## config.mk

```make
export PLATFORM = sky130hd
export DESIGN_NAME = cache_controller
export DESIGN_NICKNAME = d
export VERILOG_FILES = /design/src/rtl/cache_controller.sv
export SDC_FILE = /design/constraint.sdc
export NUM_CORES = 1
export LEC_CHECK = 0
export CAP_MARGIN = 20
export CORE_MARGIN = 4
export CORE_UTILIZATION = 58
export CTS_CLUSTER_DIAMETER = 60
export DETAILED_ROUTE_END_ITERATION = 10
export GPL_TIMING_DRIVEN = 0
export PLACE_DENSITY = 0.9
export SLEW_MARGIN = 20
export SYNTH_ARGS = -nofsm -noshare
export SYNTH_HDL_FRONTEND = slang
export SYNTH_SLANG_ARGS = --single-unit
```

## constraint.sdc

```tcl
create_clock -name CLK -period 15.74 [get_ports CLK]
set_clock_uncertainty 0.15 [all_clocks]
set_input_delay 3.148 -clock CLK [delete_from_list [all_inputs] [get_ports CLK]]
set_output_delay 3.148 -clock CLK [all_outputs]
set_load 0.01 [all_outputs]
```

## src/rtl/cache_controller.sv

```systemverilog
`default_nettype none
// -----------------------------------------------------------------------------
// Module  : cache_controller
// Brief   : Direct-mapped, write-through, no-write-allocate data-cache sequencer.
//           Owns tag/valid arrays, sequences block fills and store-through writes.
// Revision: 1.0
// -----------------------------------------------------------------------------
module cache_controller #(
  parameter int ADDR_W   = 10,
  parameter int DATA_W   = 32,
  parameter int INDEX_W  = 5,
  parameter int OFFSET_W = 2,
  parameter int TAG_W    = ADDR_W - INDEX_W - OFFSET_W
) (
  input  logic                        CLK,
  input  logic                        RST,
  input  logic                        MemReadCpu,
  input  logic                        MemWriteCpu,
  input  logic [ADDR_W-1:0]           Address,
  input  logic [DATA_W-1:0]           DataIn,
  output logic                        Stall,
  output logic                        Hit,
  output logic                        MemRdReq,
  output logic                        MemWrReq,
  output logic [ADDR_W-1:0]           MemAddr,
  output logic [DATA_W-1:0]           MemWData,
  input  logic                        MemAck,
  input  logic [DATA_W-1:0]           MemRData,
  output logic                        CacheWE,
  output logic [INDEX_W+OFFSET_W-1:0] CacheWAddr,
  output logic [DATA_W-1:0]           CacheWData
);

  localparam int LINES = 1 << INDEX_W;
  localparam logic [OFFSET_W-1:0] c_last_beat = '1;

  typedef enum logic [1:0] {
    IDLE  = 2'd0,
    FILL  = 2'd1,
    WRITE = 2'd2
  } state_t;

  state_t              r_state;
  logic [OFFSET_W-1:0] r_beat;
  logic [LINES-1:0]    r_valid;
  logic [TAG_W-1:0]    r_tag [LINES];
  logic [ADDR_W-1:0]   r_addr;
  logic [DATA_W-1:0]   r_data;

  logic [TAG_W-1:0]    w_cpu_tag;
  logic [INDEX_W-1:0]  w_cpu_index;
  logic [TAG_W-1:0]    w_lat_tag;
  logic [INDEX_W-1:0]  w_lat_index;
  logic                w_lat_hit;

  assign w_cpu_tag   = Address[ADDR_W-1 -: TAG_W];
  assign w_cpu_index = Address[OFFSET_W +: INDEX_W];
  assign w_lat_tag   = r_addr[ADDR_W-1 -: TAG_W];
  assign w_lat_index = r_addr[OFFSET_W +: INDEX_W];

  assign Hit       = r_valid[w_cpu_index] && (r_tag[w_cpu_index] == w_cpu_tag);
  // A store only updates the data array if its block is resident (no allocate).
  assign w_lat_hit = r_valid[w_lat_index] && (r_tag[w_lat_index] == w_lat_tag);

  always_comb begin
    Stall      = 1'b0;
    MemRdReq   = 1'b0;
    MemWrReq   = 1'b0;
    MemAddr    = '0;
    MemWData   = '0;
    CacheWE    = 1'b0;
    CacheWAddr = '0;
    CacheWData = '0;
    case (r_state)
      IDLE: begin
        Stall = MemWriteCpu | (MemReadCpu & ~Hit);
      end
      FILL: begin
        Stall    = 1'b1;
        MemRdReq = 1'b1;
        MemAddr  = {w_lat_tag, w_lat_index, r_beat};
        if (MemAck) begin
          CacheWE    = 1'b1;
          CacheWAddr = {w_lat_index, r_beat};
          CacheWData = MemRData;
        end
      end
      WRITE: begin
        // Releasing Stall in the ack cycle lets the PC advance on that edge.
        Stall    = ~MemAck;
        MemWrReq = 1'b1;
        MemAddr  = r_addr;
        MemWData = r_data;
        if (MemAck && w_lat_hit) begin
          CacheWE    = 1'b1;
          CacheWAddr = r_addr[INDEX_W+OFFSET_W-1:0];
          CacheWData = r_data;
        end
      end
      default: ;
    endcase
  end

  always_ff @(posedge CLK or posedge RST) begin
    if (RST) begin
      r_state <= IDLE;
      r_beat  <= '0;
      r_valid <= '0;
      r_addr  <= '0;
      r_data  <= '0;
      for (int i = 0; i < LINES; i++) begin
        r_tag[i] <= '0;
      end
    end else begin
      case (r_state)
        IDLE: begin
          if (MemWriteCpu) begin
            r_addr  <= Address;
            r_data  <= DataIn;
            r_state <= WRITE;
          end else if (MemReadCpu && !Hit) begin
            r_addr  <= Address;
            r_beat  <= '0;
            r_state <= FILL;
          end
        end
        FILL: begin
          if (MemAck) begin
            r_beat <= r_beat + 1'b1;
            if (r_beat == c_last_beat) begin
              r_tag[w_lat_index]   <= w_lat_tag;
              r_valid[w_lat_index] <= 1'b1;
              r_beat               <= '0;
              r_state              <= IDLE;
            end
          end
        end
        WRITE: begin
          if (MemAck) begin
            r_state <= IDLE;
          end
        end
        default: r_state <= IDLE;
      endcase
    end
  end

endmodule
`default_nettype wire

```

Word-level counts from Yosys, hierarchy flattened
Index checks and enable logic that the tools add are counted.
{"block": "word_totals", "memories": 0, "mem_bits_rw": 0, "register_bits": 174, "output_inout_bits": 86, "inputBits": 79, "latchBits": 0, "word_cells": 119, "mem_bits_ro": 0}
{"block": "classes", "eq_ne": 11, "shifts": 0, "bitwise": 7, "magnitude_cmp": 6, "div_mod_pow": 0, "n_reduce_logical": 15, "mux": 42, "multipliers": 0, "add_sub_neg": 1}
{"operator": "$bwmux W96", "count": 1}
{"operator": "$mux W32", "count": 3}
{"operator": "$pmux W32 S2", "count": 1}
{"operator": "$or A32 B32 Y32", "count": 1}
{"operator": "$bmux W3 S5", "count": 2}
{"operator": "$mux W10", "count": 2}
{"operator": "$pmux W10 S2", "count": 1}
{"operator": "$mux W2", "count": 9}
{"operator": "$demux W3 S5", "count": 1}
{"operator": "$mux W3", "count": 5}
{"operator": "$mux W7", "count": 2}
{"operator": "$pmux W7 S2", "count": 1}
{"operator": "$ge A6 B6 Y1 const B", "count": 2}
{"operator": "$lt A5 B6 Y1 const B", "count": 2}
{"operator": "$not A5 Y6", "count": 2}
{"operator": "$bmux W1 S5", "count": 2}
{"operator": "$ne A2 B2 Y1 const B", "count": 5}
{"operator": "$reduce_and A4 Y1", "count": 2}
{"operator": "$mux W1", "count": 7}
{"operator": "$eq A3 B3 Y1", "count": 2}
{"operator": "$logic_and A1 B1 Y1", "count": 6}
{"operator": "$lt A6 B1 Y1 const B", "count": 1}
{"operator": "$pmux W2 S3", "count": 1}
{"operator": "$demux W1 S5", "count": 1}
{"operator": "other kinds (16)", "count": 20}

Logic depth before layout (Yosys ltp)
{"block": "depth", "ltp_word": 11, "mapped_depth": 12, "depth_no_buf": 8}

Least setup slack after synthesis
OpenSTA, ideal clock, no wires.
{"block": "synth_path", "path_type": "input port to output port", "startpoint": "input port Address[3]", "endpoint": "output port Stall", "required_time_ps": 12442, "arrival_time_ps": 5409, "path_slack_ps": 7033, "path_stages": 11, "path_buffers": 3, "path_cell_list": "clkbuf_1 buf_4 mux4_2 mux4_2 mux2i_1 xor2_1 nand2b_1 o31ai_2 a21bo_1 buf_4 a31oi_1"}
{"block": "synth_between", "elab_chain_cells": 10, "elab_cells_between_ends": 12, "cone_classes": "1 x eq/ne; 6 x mux; 4 x bitwise; 1 x reduce/logical"}
{"item": "from (decl)", "line": "19", "source": "input logic [ADDR_W-1:0] Address,"}
{"item": "$not A5 Y6 (not written as such)", "line": "61", "source": "assign Hit = r_valid[w_cpu_index] && (r_tag[w_cpu_index] == w_cpu_tag);"}
{"item": "$bmux W3 S5", "line": "61"}
{"item": "$mux W3 (not written as such) (2 in series)", "line": "61"}
{"item": "$eq A3 B3 Y1", "line": "61"}
{"item": "$logic_and A1 B1 Y1 *", "line": "61"}
{"item": "$not A1 Y1 *", "line": "76", "source": "Stall = MemWriteCpu | (MemReadCpu & ~Hit);"}
{"item": "$and A1 B1 Y1 *", "line": "76"}
{"item": "$or A1 B1 Y1 *", "line": "76"}
{"item": "$pmux W1 S3 *", "line": "74", "source": "case (r_state)"}
{"item": "to (decl)", "line": "21", "source": "output logic Stall,"}
Mark *: on every way between the ends. The rest lies on a longest branch, timed or not. The select of a mux whose other input is x is not followed.

Worst setup path after layout
{"block": "layout_path", "startpoint": "input port Address[4]", "endpoint": "output port Stall"}
The elaborated chain is that of the path after synthesis.

==> impl_results.md <==
* Mapped Cells at roughly 740
* Register area share after synthesis at 0.4572
* Root Buffer: clkbuf_16
* Fin nets at 1006
* GP Congestion at 1.022
* Vias in the first global route at around 7600
* Starting Density at 0.5952
* Worst vdd ir at 0.08078 mV
* Simple-Gate Fraction of Synth Area at 0.1060
* Met1 usage at 0.4224
* Synth warn at 0
* Final std cells w/o fill at 1152
* GR Util met2 at 0.5267
* Distinct cells, synth at 50
* Final Util at 0.7487
* # hold bufs at CTS at 0
* 1st-iter DRT viols at roughly 1000
* Hold crit path type: flop to flop
* Core outline area at 16000 µm²
* Setup TNS at 0 ns
* Static leakage at 0.005361 µW
* Crit Path Max Fanout at 10
* Grt peak-use layer: met2
* Detailed-route DRC error count at 0
* Via count at 7636
* ANT nets after route at 0
* Period Utilization, post-route at 0.6588
* HPWL after detailed placement at 22730 µm
* M3 GR Usage at 0.1044
* Slew HR at 0.2849
* Num Clock Sinks at 174
* Global route overflow at 0
* Synth Area in XOR/XNOR at 0.005518
* Mux share of post-synthesis cell area at 0.3272
* H-tree lvl count at 4
* # fillers at 983
* Most common cell after layout, fill and taps aside: dfrtp_1
* Port Buffers at 160
* HP Start: r_valid[22]$_DFFE_PP0P_
* Slew @ Worst Pin at between 1 and 1.5 ns
* Count of final hold-check violations at 0
* Non-Filler Cell Area, Final at 11980 µm²
* Mapped Area at 9524 µm²
* Main synth FF type: dfrtp_1
* Leading cell types in the layout, fill and taps excluded: 174 x dfrtp_1, 160 x clkdlybuf4s50_1, 129 x mux2_2
* I/O pin total at ~170
* Path depth of the worst reg2reg path at 9
* Kind of critical path: input pin to primary output
* CP endpoint kind: primary output
* Final Power at 1589 µW
* Avg WL per Cell at roughly 27 µm
* Worst hold path endpoint: r_valid[22]$_DFFE_PP0P_
* Yosys reg bits at 174
* PwrDens at 132.7 nW/µm²
* Critical Path AT at 7.07 ns
* DRT Pass-1 Iters at 6
* Final min period at 10.37 ns
* Global-route wire length before repair at 46090 µm
* Post-CTS Setup Bufs at 0
* Die height at 136.1 µm
* Ys async rst share at 1.000
* Data required, critical path at 12.44 ns
* Run status: complete, no violations
* Number of max-cap violations at 0
* DIE WIDTH at 136.1 µm
* Post-cts resize count at 0
* Unrepaired setup endpoints after global routing: no
* Dpl cells at ~1100
* CTS tree: built
* Fin. max-slew vios at 0
* Worst flop-to-flop path startpoint: r_tag[12]$_DFFE_PP0P_
* Worst r2r dst: r_addr[8]$_DFFE_PP0P_
* Area grow syn2layout at 25.79%
* DIE AREA at 18540 µm²
* Syn Nets at about 830
* Largest area contributor in the netlist: dfrtp_1
* Clock Tree Buf Depth at 2
* Pin count of the biggest net entering global routing at 91
* Via density at 6.628
* Rows at 46
* Syn_area_per_cell at 12.84 µm²
* Final setup viols at 0
* Fmax at just under 100 MHz
* Hold-critical path depth at 1
* Clock transition at the registers of the reported paths at 0.07 ns
* Number of synthesized flops with an enable pin at 0
* GRT Resource Usage Total at 0.3415
* CP startpoint kind: input pin
* Drt total wl at 31070 µm
* Synth top area cells: dfrtp_1 46%, mux2_2 15%, mux4_2 12%
* Worst skew pair latency at ~0.44 ns
* Largest family of logic cells by synthesized area: multiplexers
* Top-area cell type share of the netlist area at 0.4572
* CTS Buf Count at 17
* Initial antenna violation count at 1
* Reg2Reg Setup Slack at 12.41 ns
* Synth Area in Adders at 0.006569
* Share of cells above drive strength 1 at 0.2610
* Synth Area in Compound Gates at 0.06858
* Post-placement cell area at 11430 µm²
==> worst max path at each step <==
| stage | from | end | slack (ns) | cells after the start |
|---|---|---|---|---|
| floorplan | Address[3] | Stall | 7.03 | 11 |
| global route | Address[4] | Stall | 5.22 | 13 |
| CTS | Address[4] | Stall | 5.46 | 13 |
| global placement | RST | r_tag[24]$_DFFE_PP0P_ | 5.58 | 2 |
| finish | Address[4] | Stall | 5.37 | 13 |
| detailed placement | Address[4] | Stall | 5.48 | 13 |
==> stage by stage <==
step | setup WS, ns | hold slack (ns)
after floorplan | 7.033 | 0.2965
after global placement | 5.579 | 0.3153
after detailed placement | 5.480 | 0.3239
after CTS | 5.461 | 0.3441
after global routing | 5.221 | 0.3680
final | 5.370 | 0.3461
==> Yosys cell counts, drive strengths merged (7+ instances only) <==
master    n
nand2b   19
clkbuf   31
dfrtp   174
or2      16
a22oi    20
inv       7
buf      26
nand2    36
mux2    139
and2     48
mux2i    38
nor2b     8
a22o     35
nor2     21
nand3    10
mux4     52
==> final cells by class <==
| class | count | area, µm² | area share |
|---|---|---|---|
| multi-input cells | 504 | 4895 | 0.4086 |
| flip-flops and latches | 174 | 4354 | 0.3634 |
| repair buffers | 161 | 1629 | 0.1360 |
| clock buffers | 24 | 461.7 | 0.03854 |
| well taps | 216 | 270.3 | 0.02256 |
| plain buffers | 57 | 249.0 | 0.02078 |
| clock inverters | 8 | 85.08 | 0.007102 |
| inverters | 7 | 33.78 | 0.002820 |
| diodes | 1 | 2.502 | 0.0002089 |
==> routing by layer <==
layer | part of all wire | vias up
li1 | - | 3120
met1 | 0.36 | 3773
met2 | 0.45 | 586
met3 | 0.12 | 157
met4 | 0.068 | 0
met5 | 0 | -
==> state kept, by name, summed over array words and instances, names as in the netlist <==
register,count
r_addr,10
r_beat,2
r_data,32
r_state,2
r_tag,96
r_valid,32
==> where the power goes <==
part | internal [µW] | switching [µW]
logic | 272 | 349
registers | 512 | 54.7
clock network | 223 | 179
==> critical path: stages <==
cell	delay, ns
clkdlybuf4s50_1	0.69
buf_2	0.38
clkbuf_1	0.43
nor2_1	0.18
a22oi_1	0.21
nand3_1	0.11
nand4_1	0.22
xor2_1	0.28
o31ai_2	0.14
a21bo_1	0.23
buf_4	0.20
a31oi_1	0.27
clkdlybuf4s50_1	0.59
==> kinds of logic (layout without fill, tap and decap cells) <==
| kind of cell | after synthesis | count (layout) |
|---|---|---|
| XOR/XNOR | 6 | 6 |
| flip-flops | 174 | 174 |
| multiplexers | 229 | 229 |
| adder cells (fa/ha/maj) | 5 | 5 |
| AND/OR/NAND/NOR | 183 | 183 |
| AO/OA/AOI/OAI | 81 | 81 |
| buffers and inverters | 64 | 257 |
| other | 0 | 1 |
Note: power is estimated with default switching activity, not from simulation.
